==> src/rtl/rf_wb_arbiter_pkg.sv <==
// ============================================================================
// Module : rf_arb_pkg
// Brief  : Shared widths, pending-entry type and grant encoding for rf_wb_arbiter.
// Rev    : 1.0  initial release
// ============================================================================
`default_nettype none

package rf_arb_pkg;

    localparam int XLEN = 32;
    localparam int AW   = 5;

    typedef struct packed {
        logic [AW-1:0]   rd;
        logic [XLEN-1:0] data;
        logic            squash;
    } pend_entry_t;

    localparam logic [1:0] GNT_NONE = 2'd0;
    localparam logic [1:0] GNT_P    = 2'd1;
    localparam logic [1:0] GNT_M    = 2'd2;

endpackage

`default_nettype wire

==> src/rtl/rf_wb_arbiter_if.sv <==
// ============================================================================
// Module : rf_wb_arbiter_if
// Brief  : Request, hazard and register-file write signals of rf_wb_arbiter.
//          Forwarding signals exist only when RF_ARB_BYPASS_EN is defined.
// Rev    : 1.0  initial release
// ============================================================================
`default_nettype none

interface rf_wb_arbiter_if;
    import rf_arb_pkg::*;

    logic            p_valid;
    logic [AW-1:0]   p_rd;
    logic [XLEN-1:0] p_data;
    logic            p_stall;
    logic            m_valid;
    logic            m_ready;
    logic [AW-1:0]   m_rd;
    logic [XLEN-1:0] m_data;
    logic [AW-1:0]   rs1;
    logic [AW-1:0]   rs2;
    logic            hazard_stall;
    logic            rf_we;
    logic [AW-1:0]   rf_rd;
    logic [XLEN-1:0] rf_wdata;
    logic            busy;
`ifdef RF_ARB_BYPASS_EN
    logic            fwd_a_hit;
    logic            fwd_b_hit;
    logic [XLEN-1:0] fwd_data;

    modport slave (
        input  p_valid, p_rd, p_data, m_valid, m_rd, m_data, rs1, rs2,
        output p_stall, m_ready, hazard_stall, rf_we, rf_rd, rf_wdata, busy,
               fwd_a_hit, fwd_b_hit, fwd_data
    );
    modport master (
        output p_valid, p_rd, p_data, m_valid, m_rd, m_data, rs1, rs2,
        input  p_stall, m_ready, hazard_stall, rf_we, rf_rd, rf_wdata, busy,
               fwd_a_hit, fwd_b_hit, fwd_data
    );
`else
    modport slave (
        input  p_valid, p_rd, p_data, m_valid, m_rd, m_data, rs1, rs2,
        output p_stall, m_ready, hazard_stall, rf_we, rf_rd, rf_wdata, busy
    );
    modport master (
        output p_valid, p_rd, p_data, m_valid, m_rd, m_data, rs1, rs2,
        input  p_stall, m_ready, hazard_stall, rf_we, rf_rd, rf_wdata, busy
    );
`endif

endinterface

`default_nettype wire

==> src/rtl/rf_wb_arbiter_pend_fifo.sv <==
// ============================================================================
// Module : rf_pend_fifo
// Brief  : Pending M-result FIFO with squash-by-rd and parallel source match.
// Rev    : 1.0  initial release
// ============================================================================
`default_nettype none

module rf_pend_fifo
    import rf_arb_pkg::*;
#(
    parameter int DEPTH = 2
) (
    input  wire logic            clk,
    input  wire logic            rst_n,
    input  wire logic            push_i,
    input  wire logic [AW-1:0]   push_rd_i,
    input  wire logic [XLEN-1:0] push_data_i,
    input  wire logic            pop_i,
    input  wire logic            sq_en_i,
    input  wire logic [AW-1:0]   sq_rd_i,
    input  wire logic [AW-1:0]   rs1_i,
    input  wire logic [AW-1:0]   rs2_i,
    output pend_entry_t          head_o,
    output logic                 empty_o,
    output logic                 full_o,
    output logic                 rs1_match_o,
    output logic                 rs2_match_o
);

    localparam int PW = $clog2(DEPTH);

    pend_entry_t        mem_q [DEPTH];
    logic [DEPTH-1:0]   vld_q;
    logic [PW:0]        wr_ptr_q;
    logic [PW:0]        rd_ptr_q;
    logic [PW-1:0]      w_wr_idx;
    logic [PW-1:0]      w_rd_idx;
    pend_entry_t        w_new;

    assign w_wr_idx = wr_ptr_q[PW-1:0];
    assign w_rd_idx = rd_ptr_q[PW-1:0];
    assign empty_o  = (wr_ptr_q == rd_ptr_q);
    assign full_o   = (wr_ptr_q[PW] != rd_ptr_q[PW]) && (w_wr_idx == w_rd_idx);
    assign head_o   = mem_q[w_rd_idx];

    // An entry written in the same cycle a newer P write targets its rd is born squashed.
    always_comb begin
        w_new        = '0;
        w_new.rd     = push_rd_i;
        w_new.data   = push_data_i;
        w_new.squash = sq_en_i && (sq_rd_i == push_rd_i);
    end

    always_comb begin
        rs1_match_o = 1'b0;
        rs2_match_o = 1'b0;
        for (int i = 0; i < DEPTH; i++) begin
            if (vld_q[i] && !mem_q[i].squash) begin
                if (mem_q[i].rd == rs1_i) rs1_match_o = 1'b1;
                if (mem_q[i].rd == rs2_i) rs2_match_o = 1'b1;
            end
        end
    end

    always_ff @(posedge clk or negedge rst_n) begin
        if (!rst_n) begin
            wr_ptr_q <= '0;
            rd_ptr_q <= '0;
            vld_q    <= '0;
            for (int i = 0; i < DEPTH; i++) mem_q[i] <= '0;
        end else begin
            for (int i = 0; i < DEPTH; i++) begin
                if (sq_en_i && vld_q[i] && (mem_q[i].rd == sq_rd_i)) mem_q[i].squash <= 1'b1;
            end
            if (pop_i) begin
                vld_q[w_rd_idx] <= 1'b0;
                rd_ptr_q        <= rd_ptr_q + 1'b1;
            end
            if (push_i) begin
                mem_q[w_wr_idx] <= w_new;
                vld_q[w_wr_idx] <= 1'b1;
                wr_ptr_q        <= wr_ptr_q + 1'b1;
            end
        end
    end

endmodule

`default_nettype wire

==> src/rtl/rf_wb_arbiter.sv <==
// ============================================================================
// Module : rf_wb_arbiter
// Brief  : Shares the register-file write port between pipeline writeback and
//          a multi-cycle unit; optional forwarding under RF_ARB_BYPASS_EN.
// Rev    : 1.0  initial release
// ============================================================================
`default_nettype none

module rf_wb_arbiter
    import rf_arb_pkg::*;
#(
    parameter int DEPTH    = 2,
    parameter int MAX_WAIT = 4
) (
    input  wire logic       clk,
    input  wire logic       rst_n,
    rf_wb_arbiter_if.slave  bus
);

    localparam int            WW     = $clog2(MAX_WAIT + 1);
    localparam logic [WW-1:0] C_MAXW = WW'(MAX_WAIT);

    logic [WW-1:0]   wait_q, wait_d;
    logic            rf_we_q, rf_we_d;
    logic [AW-1:0]   rf_rd_q, rf_rd_d;
    logic [XLEN-1:0] rf_wdata_q, rf_wdata_d;

    pend_entry_t     w_head;
    logic            w_empty, w_full, w_push, w_pop, w_force, w_sq_en;
    logic            w_m1, w_m2, w_h1, w_h2;
    logic [1:0]      w_gnt;

    assign w_force = (wait_q == C_MAXW) && !w_empty;
    assign w_push  = bus.m_valid && !w_full && (bus.m_rd != '0);
    assign w_pop   = (w_gnt == GNT_M);
    assign w_sq_en = (w_gnt == GNT_P) && (bus.p_rd != '0);

    rf_pend_fifo #(.DEPTH(DEPTH)) u_fifo (
        .clk         (clk),
        .rst_n       (rst_n),
        .push_i      (w_push),
        .push_rd_i   (bus.m_rd),
        .push_data_i (bus.m_data),
        .pop_i       (w_pop),
        .sq_en_i     (w_sq_en),
        .sq_rd_i     (bus.p_rd),
        .rs1_i       (bus.rs1),
        .rs2_i       (bus.rs2),
        .head_o      (w_head),
        .empty_o     (w_empty),
        .full_o      (w_full),
        .rs1_match_o (w_m1),
        .rs2_match_o (w_m2)
    );

    always_comb begin
        w_gnt      = GNT_NONE;
        wait_d     = wait_q;
        rf_we_d    = 1'b0;
        rf_rd_d    = rf_rd_q;
        rf_wdata_d = rf_wdata_q;
        if (w_force)           w_gnt = GNT_M;
        else if (bus.p_valid)  w_gnt = GNT_P;
        else if (!w_empty)     w_gnt = GNT_M;
        // x0 writes and squashed entries consume their grant without writing.
        unique case (w_gnt)
            GNT_P: if (bus.p_rd != '0) begin
                rf_we_d    = 1'b1;
                rf_rd_d    = bus.p_rd;
                rf_wdata_d = bus.p_data;
            end
            GNT_M: if (!w_head.squash) begin
                rf_we_d    = 1'b1;
                rf_rd_d    = w_head.rd;
                rf_wdata_d = w_head.data;
            end
            default: ;
        endcase
        if (w_empty || w_pop)                          wait_d = '0;
        else if ((w_gnt == GNT_P) && (wait_q != C_MAXW)) wait_d = wait_q + 1'b1;
    end

    always_ff @(posedge clk or negedge rst_n) begin
        if (!rst_n) begin
            wait_q     <= '0;
            rf_we_q    <= 1'b0;
            rf_rd_q    <= '0;
            rf_wdata_q <= '0;
        end else begin
            wait_q     <= wait_d;
            rf_we_q    <= rf_we_d;
            rf_rd_q    <= rf_rd_d;
            rf_wdata_q <= rf_wdata_d;
        end
    end

`ifdef RF_ARB_BYPASS_EN
    assign w_h1          = (bus.rs1 != '0) && (w_m1 || (w_push && (bus.m_rd == bus.rs1)));
    assign w_h2          = (bus.rs2 != '0) && (w_m2 || (w_push && (bus.m_rd == bus.rs2)));
    assign bus.fwd_a_hit = rf_we_q && (rf_rd_q == bus.rs1);
    assign bus.fwd_b_hit = rf_we_q && (rf_rd_q == bus.rs2);
    assign bus.fwd_data  = rf_wdata_q;
`else
    // Without forwarding, a write landing this cycle is not yet readable by decode.
    assign w_h1 = (bus.rs1 != '0) && (w_m1 || (w_push && (bus.m_rd == bus.rs1))
                                      || (rf_we_q && (rf_rd_q == bus.rs1)));
    assign w_h2 = (bus.rs2 != '0) && (w_m2 || (w_push && (bus.m_rd == bus.rs2))
                                      || (rf_we_q && (rf_rd_q == bus.rs2)));
`endif

    assign bus.hazard_stall = w_h1 || w_h2;
    assign bus.p_stall      = w_force && bus.p_valid;
    assign bus.m_ready      = !w_full;
    assign bus.busy         = !w_empty;
    assign bus.rf_we        = rf_we_q;
    assign bus.rf_rd        = rf_rd_q;
    assign bus.rf_wdata     = rf_wdata_q;

endmodule

`default_nettype wire
==> src/flat_wrapper.sv <==
// flat-port wrapper written by rule: the top's interface ports become plain ports
module rf_wb_arbiter_flat import rf_arb_pkg::*;
#(
    parameter int DEPTH    = 2,
    parameter int MAX_WAIT = 4
)
  (clk, rst_n, bus_p_valid, bus_p_rd, bus_p_data, bus_m_valid, bus_m_rd, bus_m_data, bus_rs1, bus_rs2, bus_p_stall, bus_m_ready, bus_hazard_stall, bus_rf_we, bus_rf_rd, bus_rf_wdata, bus_busy);
  rf_wb_arbiter_if bus_i ();
  input  wire logic clk;
  input  wire logic rst_n;
  input wire logic [$bits(bus_i.p_valid)-1:0] bus_p_valid;
  input wire logic [$bits(bus_i.p_rd)-1:0] bus_p_rd;
  input wire logic [$bits(bus_i.p_data)-1:0] bus_p_data;
  input wire logic [$bits(bus_i.m_valid)-1:0] bus_m_valid;
  input wire logic [$bits(bus_i.m_rd)-1:0] bus_m_rd;
  input wire logic [$bits(bus_i.m_data)-1:0] bus_m_data;
  input wire logic [$bits(bus_i.rs1)-1:0] bus_rs1;
  input wire logic [$bits(bus_i.rs2)-1:0] bus_rs2;
  output wire logic [$bits(bus_i.p_stall)-1:0] bus_p_stall;
  output wire logic [$bits(bus_i.m_ready)-1:0] bus_m_ready;
  output wire logic [$bits(bus_i.hazard_stall)-1:0] bus_hazard_stall;
  output wire logic [$bits(bus_i.rf_we)-1:0] bus_rf_we;
  output wire logic [$bits(bus_i.rf_rd)-1:0] bus_rf_rd;
  output wire logic [$bits(bus_i.rf_wdata)-1:0] bus_rf_wdata;
  output wire logic [$bits(bus_i.busy)-1:0] bus_busy;
  assign bus_i.p_valid = bus_p_valid;
  assign bus_i.p_rd = bus_p_rd;
  assign bus_i.p_data = bus_p_data;
  assign bus_i.m_valid = bus_m_valid;
  assign bus_i.m_rd = bus_m_rd;
  assign bus_i.m_data = bus_m_data;
  assign bus_i.rs1 = bus_rs1;
  assign bus_i.rs2 = bus_rs2;
  assign bus_p_stall = bus_i.p_stall;
  assign bus_m_ready = bus_i.m_ready;
  assign bus_hazard_stall = bus_i.hazard_stall;
  assign bus_rf_we = bus_i.rf_we;
  assign bus_rf_rd = bus_i.rf_rd;
  assign bus_rf_wdata = bus_i.rf_wdata;
  assign bus_busy = bus_i.busy;
  rf_wb_arbiter #(.DEPTH(DEPTH), .MAX_WAIT(MAX_WAIT)) u_core (.clk(clk), .rst_n(rst_n), .bus(bus_i));
endmodule
==> config.mk <==
export PLATFORM = sky130hd
export DESIGN_NAME = rf_wb_arbiter_flat
export DESIGN_NICKNAME = d
export VERILOG_FILES = /design/src/rtl/rf_wb_arbiter_pkg.sv /design/src/rtl/rf_wb_arbiter_if.sv /design/src/rtl/rf_wb_arbiter_pend_fifo.sv /design/src/rtl/rf_wb_arbiter.sv /design/src/flat_wrapper.sv
export SDC_FILE = /design/constraint.sdc
export NUM_CORES = 1
export LEC_CHECK = 0
export CAP_MARGIN = 20
export CORE_MARGIN = 5
export CORE_UTILIZATION = 35
export DETAILED_ROUTE_END_ITERATION = 8
export GPL_ROUTABILITY_DRIVEN = 1
export GPL_TIMING_DRIVEN = 0
export PLACE_DENSITY = 0.61
export SETUP_SLACK_MARGIN = 0.1
export SYNTH_ARGS = -nofsm -noshare
export SYNTH_HDL_FRONTEND = slang
export SYNTH_SLANG_ARGS = --single-unit
==> constraint.sdc <==
create_clock -name clk -period 2.6 [get_ports clk]
set_input_delay 0.65 -clock clk [delete_from_list [all_inputs] [get_ports clk]]
set_output_delay 0.65 -clock clk [all_outputs]
set_load 0.1 [all_outputs]
After elaboration in Yosys (flattened, before gate mapping). Index checks and enable logic that the tools add are counted. Widths: inputs -> output; s select.

Add/sub/neg operators: 3. Bitwise gates (word level): 5. Order comparisons: 7. Reduce and logical (&&, ||, !) cells: 40. Equal/unequal tests: 20. Mux-type cells: 37.

Operators by type and width (count): $mux 38 (4); $bwmux 76 (1); $mux 32 (2); $pmux 32 s2 (1); $eq 5x5->1 (11); $mux 39 (1); $demux 38 s1 (1); $logic_and 1x1->1 (23); $reduce_bool 5->1 (4); $mux 1 (14); $mux 2 (5); $mux 5 (2); $pmux 5 s2 (1); $logic_or 1x1->1 (6); $mux 3 (2); $add 2x1->2 const B (2); $ge 2x2->1 const B (2); $logic_not 1->1 (4); $lt 1x2->1 const B (2); $not 1->2 (2); $reduce_bool 2->1 (2); $add 3x1->3 const B (1); $eq 3x3->1 const B (1); $ne 3x3->1 const B (1); 15 further kinds (17).

Bits of input ports: 88. Register bits: 123. Logic and storage cells: 125.

Logic depth before layout (Yosys ltp). Gate-level depths: netlist (run 1).

Depth in word-level cells: 11. Gate-level depth with buffers: 14. Depth with buffers taken out: 10.

By module. Synthesis (run 1) repeated with hierarchy kept, for this count alone.

Cell total of the unflattened synthesis: 509. Area, all modules: 6368.6 um^2.

By module, submodules not included: rf_pend_fifo (cells an instance 276, seq. area each 2052.0 um^2, instances 1, area an instance 3923.8 um^2); rf_wb_arbiter (cells an instance 233, seq. area each 1026.0 um^2, instances 1, area an instance 2444.8 um^2).

Worst setup path before layout (run 1). Ideal clock, no wire load.

Kind: input to output. Start: in bus_rs1[0]. End: out bus_hazard_stall. Path slack: -0.623 ns. Stages on the path: 6. Arrival: 2.573 ns. Data required time: 1.950 ns. Path buffers: 1. Cells stage by stage: clkbuf_1 > or4_1 > nor2_1 > or4_1 > a21oi_1 > or4_1.

Word-level cells in the longest chain between the ends: 9. Elaborated cells on any way between the ends: 15.

Ends and longest elaborated chain: start, declared (line flat_wrapper.sv:17) `input wire logic [$bits(bus_i.rs1)-1:0] bus_rs1;`; $eq 5x5->1 (line rf_wb_arbiter_pend_fifo.sv:59) `if (mem_q[i].rd == rs1_i) rs1_match_o = 1'b1;`; $mux 1 (line rf_wb_arbiter_pend_fifo.sv:59); $mux 1 (line rf_wb_arbiter_pend_fifo.sv:58) `if (vld_q[i] && !mem_q[i].squash) begin`; $mux 1 (line rf_wb_arbiter_pend_fifo.sv:59); $mux 1 (line rf_wb_arbiter_pend_fifo.sv:58); $logic_or 1x1->1 (line rf_wb_arbiter.sv:105) `assign w_h1 = (bus.rs1 != '0) && (w_m1 || (w_push && (bus.m_rd == bus.rs1))`; $logic_or 1x1->1 (line rf_wb_arbiter.sv:106) `|| (rf_we_q && (rf_rd_q == bus.rs1)));`; $logic_and 1x1->1 * (line rf_wb_arbiter.sv:105); $logic_or 1x1->1 * (line rf_wb_arbiter.sv:111) `assign bus.hazard_stall = w_h1 || w_h2;`; end, declared (line flat_wrapper.sv:21) `output wire logic [$bits(bus_i.hazard_stall)-1:0] bus_hazard_stall;`.

Mark *: on every way between the ends. The rest lies on a longest branch, timed or not.

Worst setup path in the final report (run 1). Ends and elaborated chain as after synthesis.

==> metrics.yaml, run 1 <==
slew_headroom_pct: 34.0
path_common_cell: "or4_4"
via_per_inst: 4.96
clk_latency_ps: 400
rsz0062_at_grt: "yes"
overflow: 0
crit_start: "bus_rs1[0]"
synthToLayoutAreaGrowth_pct: 40.2
synth-edff-count: 0
maxSlewViolCount: 0
drive_gt1_share_pct: 23.1
synth_warnings: 0
dr.pass1.iters: 4
io_pins: 130
holdWs_ps: 200
cp.arrival_ps: 2340
synth_cell_types: 35
core_area_um2: 17800
vias: 4793
cp.required_ps: 1950
seq_area_frac_synth_pct: 49.1
dp.cells: 912
post-route-period-util_pct: 115
tightest_slew_ps: 995
mappedNetlistNets: 660
final_common_cell: "dfrtp_1"
cts_hold_buf: 0
violations: "setup timing"
hold_class: "primary input to async pin"
timing.rr.start: "u_core.u_fifo.wr_ptr_q[1]"
setup_viol: 1
fin_skew_ps: 9.65
initial_core_util_pct: 35.3
drt_iter0_drc: 212
cts_root_buf: "clkbuf_16"
hold_violations: 0
max_freq_mhz: 335
dp_hpwl_um: 12200
portBuffers: 114
status: "finished, violations left"
syn_area_per_cell_um2: 11.0
wirelength_um: 17600
ys_ff_latch: 123
path_cells: "clkbuf_16, or4_4, nor2_4, or4_1, a21oi_2, or4_4, buf_12"
grtUsageTotal_pct: 17.2
netlist_instances: 568
final_nets: 817
clock-sinks: 123
crit_path_max_incr_delay_ps: 540
cts_tree: "built"
clk_pin_slew_ps: 60
layout_setup_ws_ps: -387
routabilityCongestion: 0.917
async_flop_share_pct: 100
post_drt_wl_per_cell_um: 18.2
synth_area_um2: 6270
rows: 49
antenna_cells: 0
grt_max_degree: 68
antenna_left: 0
yosys_most_used_dff: "dfrtp_1"
final.min_clock_period_ps: 2990
drc: 0
cp-end-kind: "output pin"
grt_pass1_wl_um: 27800
worstSetupPathType: "primary input to output pin"
cts_buffers: 17
startpoint_type: "primary input"
cts_buffer_depth: 2
antenna_found_initial: 0
die_w_um: 144
die_area_um2: 20700
die_h_um: 144
cts_max_level: 4
drv_cap: 0
grt_pass1_vias: 5303
final_cell_mix: "121 x dfrtp_1, 79 x nand2_1, 70 x clkdlybuf4s50_1, 56 x o21ai_0, 40 x mux2i_1"
instances_no_fill: 966
path_max_fanout: 3
slowest_stage: "or4_4"
## flip-flops by register name, summed over array words and instances (netlist names)
name and count:
u_core.u_fifo.rd_ptr_q 2, u_core.wait_q 3, u_core.bus.rf_we 1, u_core.u_fifo.mem_q 76, u_core.u_fifo.vld_q 2, u_core.u_fifo.wr_ptr_q 2, u_core.bus.rf_rd 5, u_core.bus.rf_wdata 32
## cell families (layout without fill, tap and decap cells)
group                    after synthesis  in the layout  share of synthesized area [%]
multiplexers                         114            114                           20.8
XOR/XNOR                              63             63                           8.80
flip-flops                           123            123                           49.1
adder cells (fa/ha/maj)                4              4                          0.798
AO/OA/AOI/OAI                         87             87                           7.52
buffers and inverters                 54            223                           4.09
AND/OR/NAND/NOR                      123            123                           8.88
## cell usage after synthesis, types with 2 or more instances
library cell  instances  area [um^2]
or4_1                 4         30.0
nand3_1               3         15.0
inv_1                 8         30.0
nand2_1              81          304
mux2_1               18          203
xor2_1               36          315
nand4_1               4         25.0
mux2i_1              40          400
mux2_2               37          417
buf_1                 8         30.0
and2_1                2         12.5
o21ai_0              77          385
buf_6                 4         45.0
nor2_1                8         30.0
buf_4                 4         30.0
ha_1                  4         50.1
nor3_1                6         30.0
nor2b_1               2         12.5
clkbuf_1             23         86.3
dfrtp_1             123         3080
a41oi_1               2         17.5
buf_2                 7         35.0
nor4_1                6         37.5
xnor2_1              27          236
a21oi_1               4         20.0
nand4b_1              3         26.3
mux2_4               19          285
## per-stage QoR
stage	worst slack (ps)	TNS (ps)	util (%)	instance area, um^2
2_1_floorplan	-354	-354	-	6300
3_3_place_gp	-3740	-505190	43.5	7730
3_5_place_dp	-1310	-48550	43.6	7760
4_1_cts	-362	-362	48.4	8600
5_1_grt	-419	-419	49.4	8790
6_report	-387	-387	49.4	8790
## worst max-delay path, delay by kind of cell
kind	cells	cell delay, ps
buffers and inverters	2	300
and+or+nand+nor	4	1320
AOI/OAI and AO/OA	1	60
## worst paths after layout
path | endpoint | slack [ps] | cells after the start
setup / recovery | bus_hazard_stall | -390 | 7
hold / removal | u_core.bus.rf_wdata[8] | 200 | 1
setup reg to reg | u_core.bus.rf_wdata[19] | 170 | 13
hold reg to reg | u_core.bus.rf_wdata[12] | 470 | 2
max in group asynchronous | u_core.u_fifo.rd_ptr_q[0] | 1670 | 2
min in group clk | u_core.bus.rf_wdata[12] | 470 | 2
## per-layer routing
metal | share of wire (%) | wire length (um) | global-route usage [%]
met1 | 43 | 7520 | 21.0
met2 | 52 | 9130 | 30.4
met3 | 4.2 | 744 | 4.03
met4 | 1.2 | 206 | 4.91
met5 | 0 | 0 | 0
## layout make-up
class                           instances  area [um^2]
Sequential cell                       123         3080
Clock inverter                         12          171
Tap cell                              229          287
Timing Repair Buffer                  140         1350
Buffer                                 44          374
Fill cell                            1620         8990
Inverter                                8         30.0
Clock buffer                           19          453
Multi-Input combinational cell        391         3040
## repair_timing
item                                    in CTS  in global routing
resized for setup                          108                 46
cloned                                       1                  2
endpoints found under the setup margin      89                 43
pin swaps                                    9                  5
setup buffers                               14                  8
Power of run 1 is not shown: default switching activity piles up to over one toggle a cycle in this logic, so the estimate is an artifact.
==> inputs of run 2 (changes only) <==
--- a/config.mk
+++ b/config.mk
@@ -5,7 +5,7 @@
 export SDC_FILE = /design/constraint.sdc
 export NUM_CORES = 1
 export LEC_CHECK = 0
-export CAP_MARGIN = 20
+export CAP_MARGIN = 15
 export CORE_MARGIN = 5
 export CORE_UTILIZATION = 35
 export DETAILED_ROUTE_END_ITERATION = 8
==> results of run 2 <==
No change in the layout: final DEF, timing and power equal those of run 1.
Power of run 2 is left out for the same reason.
==> inputs of run 3 (changes only) <==
--- a/config.mk
+++ b/config.mk
@@ -11,7 +11,6 @@
 export DETAILED_ROUTE_END_ITERATION = 8
 export GPL_ROUTABILITY_DRIVEN = 1
 export GPL_TIMING_DRIVEN = 0
-export PLACE_DENSITY = 0.61
 export SETUP_SLACK_MARGIN = 0.1
 export SYNTH_ARGS = -nofsm -noshare
 export SYNTH_HDL_FRONTEND = slang
==> run 3 against run 2 <==
Effect of this change: the flow still finishes with violations (setup timing); routed wire length shrank 0.31%; via count shrank 0.44%; first-iteration DRC count shrank 24%; count of clock-buffer cells in the layout shrank 1; die area is the same; flip-flop and latch count is the same; register-to-register slack is essentially flat; worst hold slack gained 14 ps; fmax is essentially flat; non-clock buffer count shrank 4; utilization grew 0.71 points; highest routed layer unchanged.
==> metrics.yaml, run 3 (synthesized netlist as in run 1, its figures left out) <==
status: "finished, violations left"
violations: "setup timing"
cp-end-kind: "output pin"
final_common_cell: "dfrtp_1"
slowest_stage: "or4_4"
antenna_cells: 0
largest_register_ffs: 76
grt_max_degree: 65
wirelength_um: 17500
grt_pass1_wl_um: 27400
clk_latency_ps: 410
drc: 0
path_buf_inv: 2
cp.required_ps: 1950
path_max_fanout: 3
post-route-period-util_pct: 115
rows: 49
setup_tns_ps: -384
worstSetupPathType: "primary input to output pin"
final_cell_mix: "121 x dfrtp_1, 72 x nand2_1, 70 x clkdlybuf4s50_1, 51 x o21ai_0, 40 x mux2i_1"
die_h_um: 144
largest_register: "u_core.u_fifo.mem_q"
routabilityCongestion: 0.903
initial_core_util_pct: 35.3
core_area_um2: 17800
portBuffers: 114
maxSlewViolCount: 0
antenna_found_initial: 0
post-route-util_pct: 50.1
post_drt_wl_per_cell_um: 18.2
pre_cts_ws_ps: -1340
synthToLayoutAreaGrowth_pct: 42.2
fin_skew_ps: 9.02
dr.pass1.iters: 4
path_cells: "clkbuf_16, or4_4, nor2_4, or4b_4, o22ai_2, or4_4, buf_12"
clk_pin_slew_ps: 60
tightest_slew_ps: 977
final_nets: 813
cts_buffers: 17
setup_viol: 1
overflow: 0
rsz0062_at_grt: "yes"
crit_family: "simple AND/OR/NAND/NOR gates"
cts_tree: "built"
clock-sinks: 123
path_common_cell: "or4_4"
crit_path_max_incr_delay_ps: 550
cts_max_level: 4
cts_hold_buf: 0
grtUsageTotal_pct: 17.0
drt_iter0_drc: 161
max_freq_mhz: 335
die_w_um: 144
cp.arrival_ps: 2330
io_pins: 130
drv_cap: 0
die_area_um2: 20700
hold_violations: 0
drive_gt1_share_pct: 24.9
cts_root_buf: "clkbuf_16"
cts_buffer_depth: 2
hold_class: "primary input to async pin"
startpoint_type: "primary input"
slew_headroom_pct: 35.1
via_per_inst: 4.96
grt_pass1_vias: 5213
final.min_clock_period_ps: 2980
vias: 4772
dp_hpwl_um: 12200
layout_setup_ws_ps: -384
antenna_left: 0
[run 3: what timing repair did]
| item | 4_1_cts | 5_1_grt |
|---|---|---|
| gates cloned | 0 | 6 |
| gates resized for setup | 116 | 63 |
| pin swaps | 10 | 7 |
| buffers inserted | 7 | 8 |
| setup endpoints to repair | 87 | 42 |
[run 3: area by class of cell]
type	instances	area, um^2
multi-input cells	391	3080
fillers	1589	8860
clock buffers	18	439
inverters	8	32.5
clock inverters	14	195
well taps	229	287
repair buffers	136	1420
flip-flops and latches	123	3080
plain buffers	44	384
[run 3: metal layers]
layer | global-route usage (%) | part of all wire [%]
met1 | 21.4 | 44
met2 | 28.4 | 50
met3 | 4.49 | 5.1
met4 | 5.40 | 1.1
met5 | 0 | 0
[run 3: metrics by stage]
stage          cells  hold WS (ps)  cell area, um^2
2_1_floorplan    568           354             6300
3_3_place_gp     911           466             7730
3_5_place_dp     912           472             7760
4_1_cts          950           214             8530
5_1_grt          963           244             8920
6_report         963           214             8920
[run 3: worst paths after layout]
check                                          start                        end  slack (ps)  cells after the start
min reg2reg                   u_core.bus.rf_wdata[8]     u_core.bus.rf_wdata[8]         480                      2
max reg2reg                u_core.u_fifo.wr_ptr_q[1]     u_core.bus.rf_wdata[2]         180                     13
min                                            rst_n    u_core.bus.rf_wdata[10]         210                      1
max                                       bus_rs1[0]           bus_hazard_stall        -380                      7
max in group asynchronous                      rst_n  u_core.u_fifo.rd_ptr_q[0]        1650                      2
min in group clk              u_core.bus.rf_wdata[8]     u_core.bus.rf_wdata[8]         480                      2
[run 3: worst reg2reg max path, stage by stage (launching register included)]
cell and delay [ps]:
dfrtp_1 400, xnor2_2 180, buf_4 140, inv_4 30, nor2_4 180, o21ai_2 90
ha_2 190, buf_8 130, nor2b_4 120, a211o_4 370, clkbuf_16 190, clkbuf_16 150
nand2_1 60, o21ai_0 70
Power of run 3 is left out for the same reason.
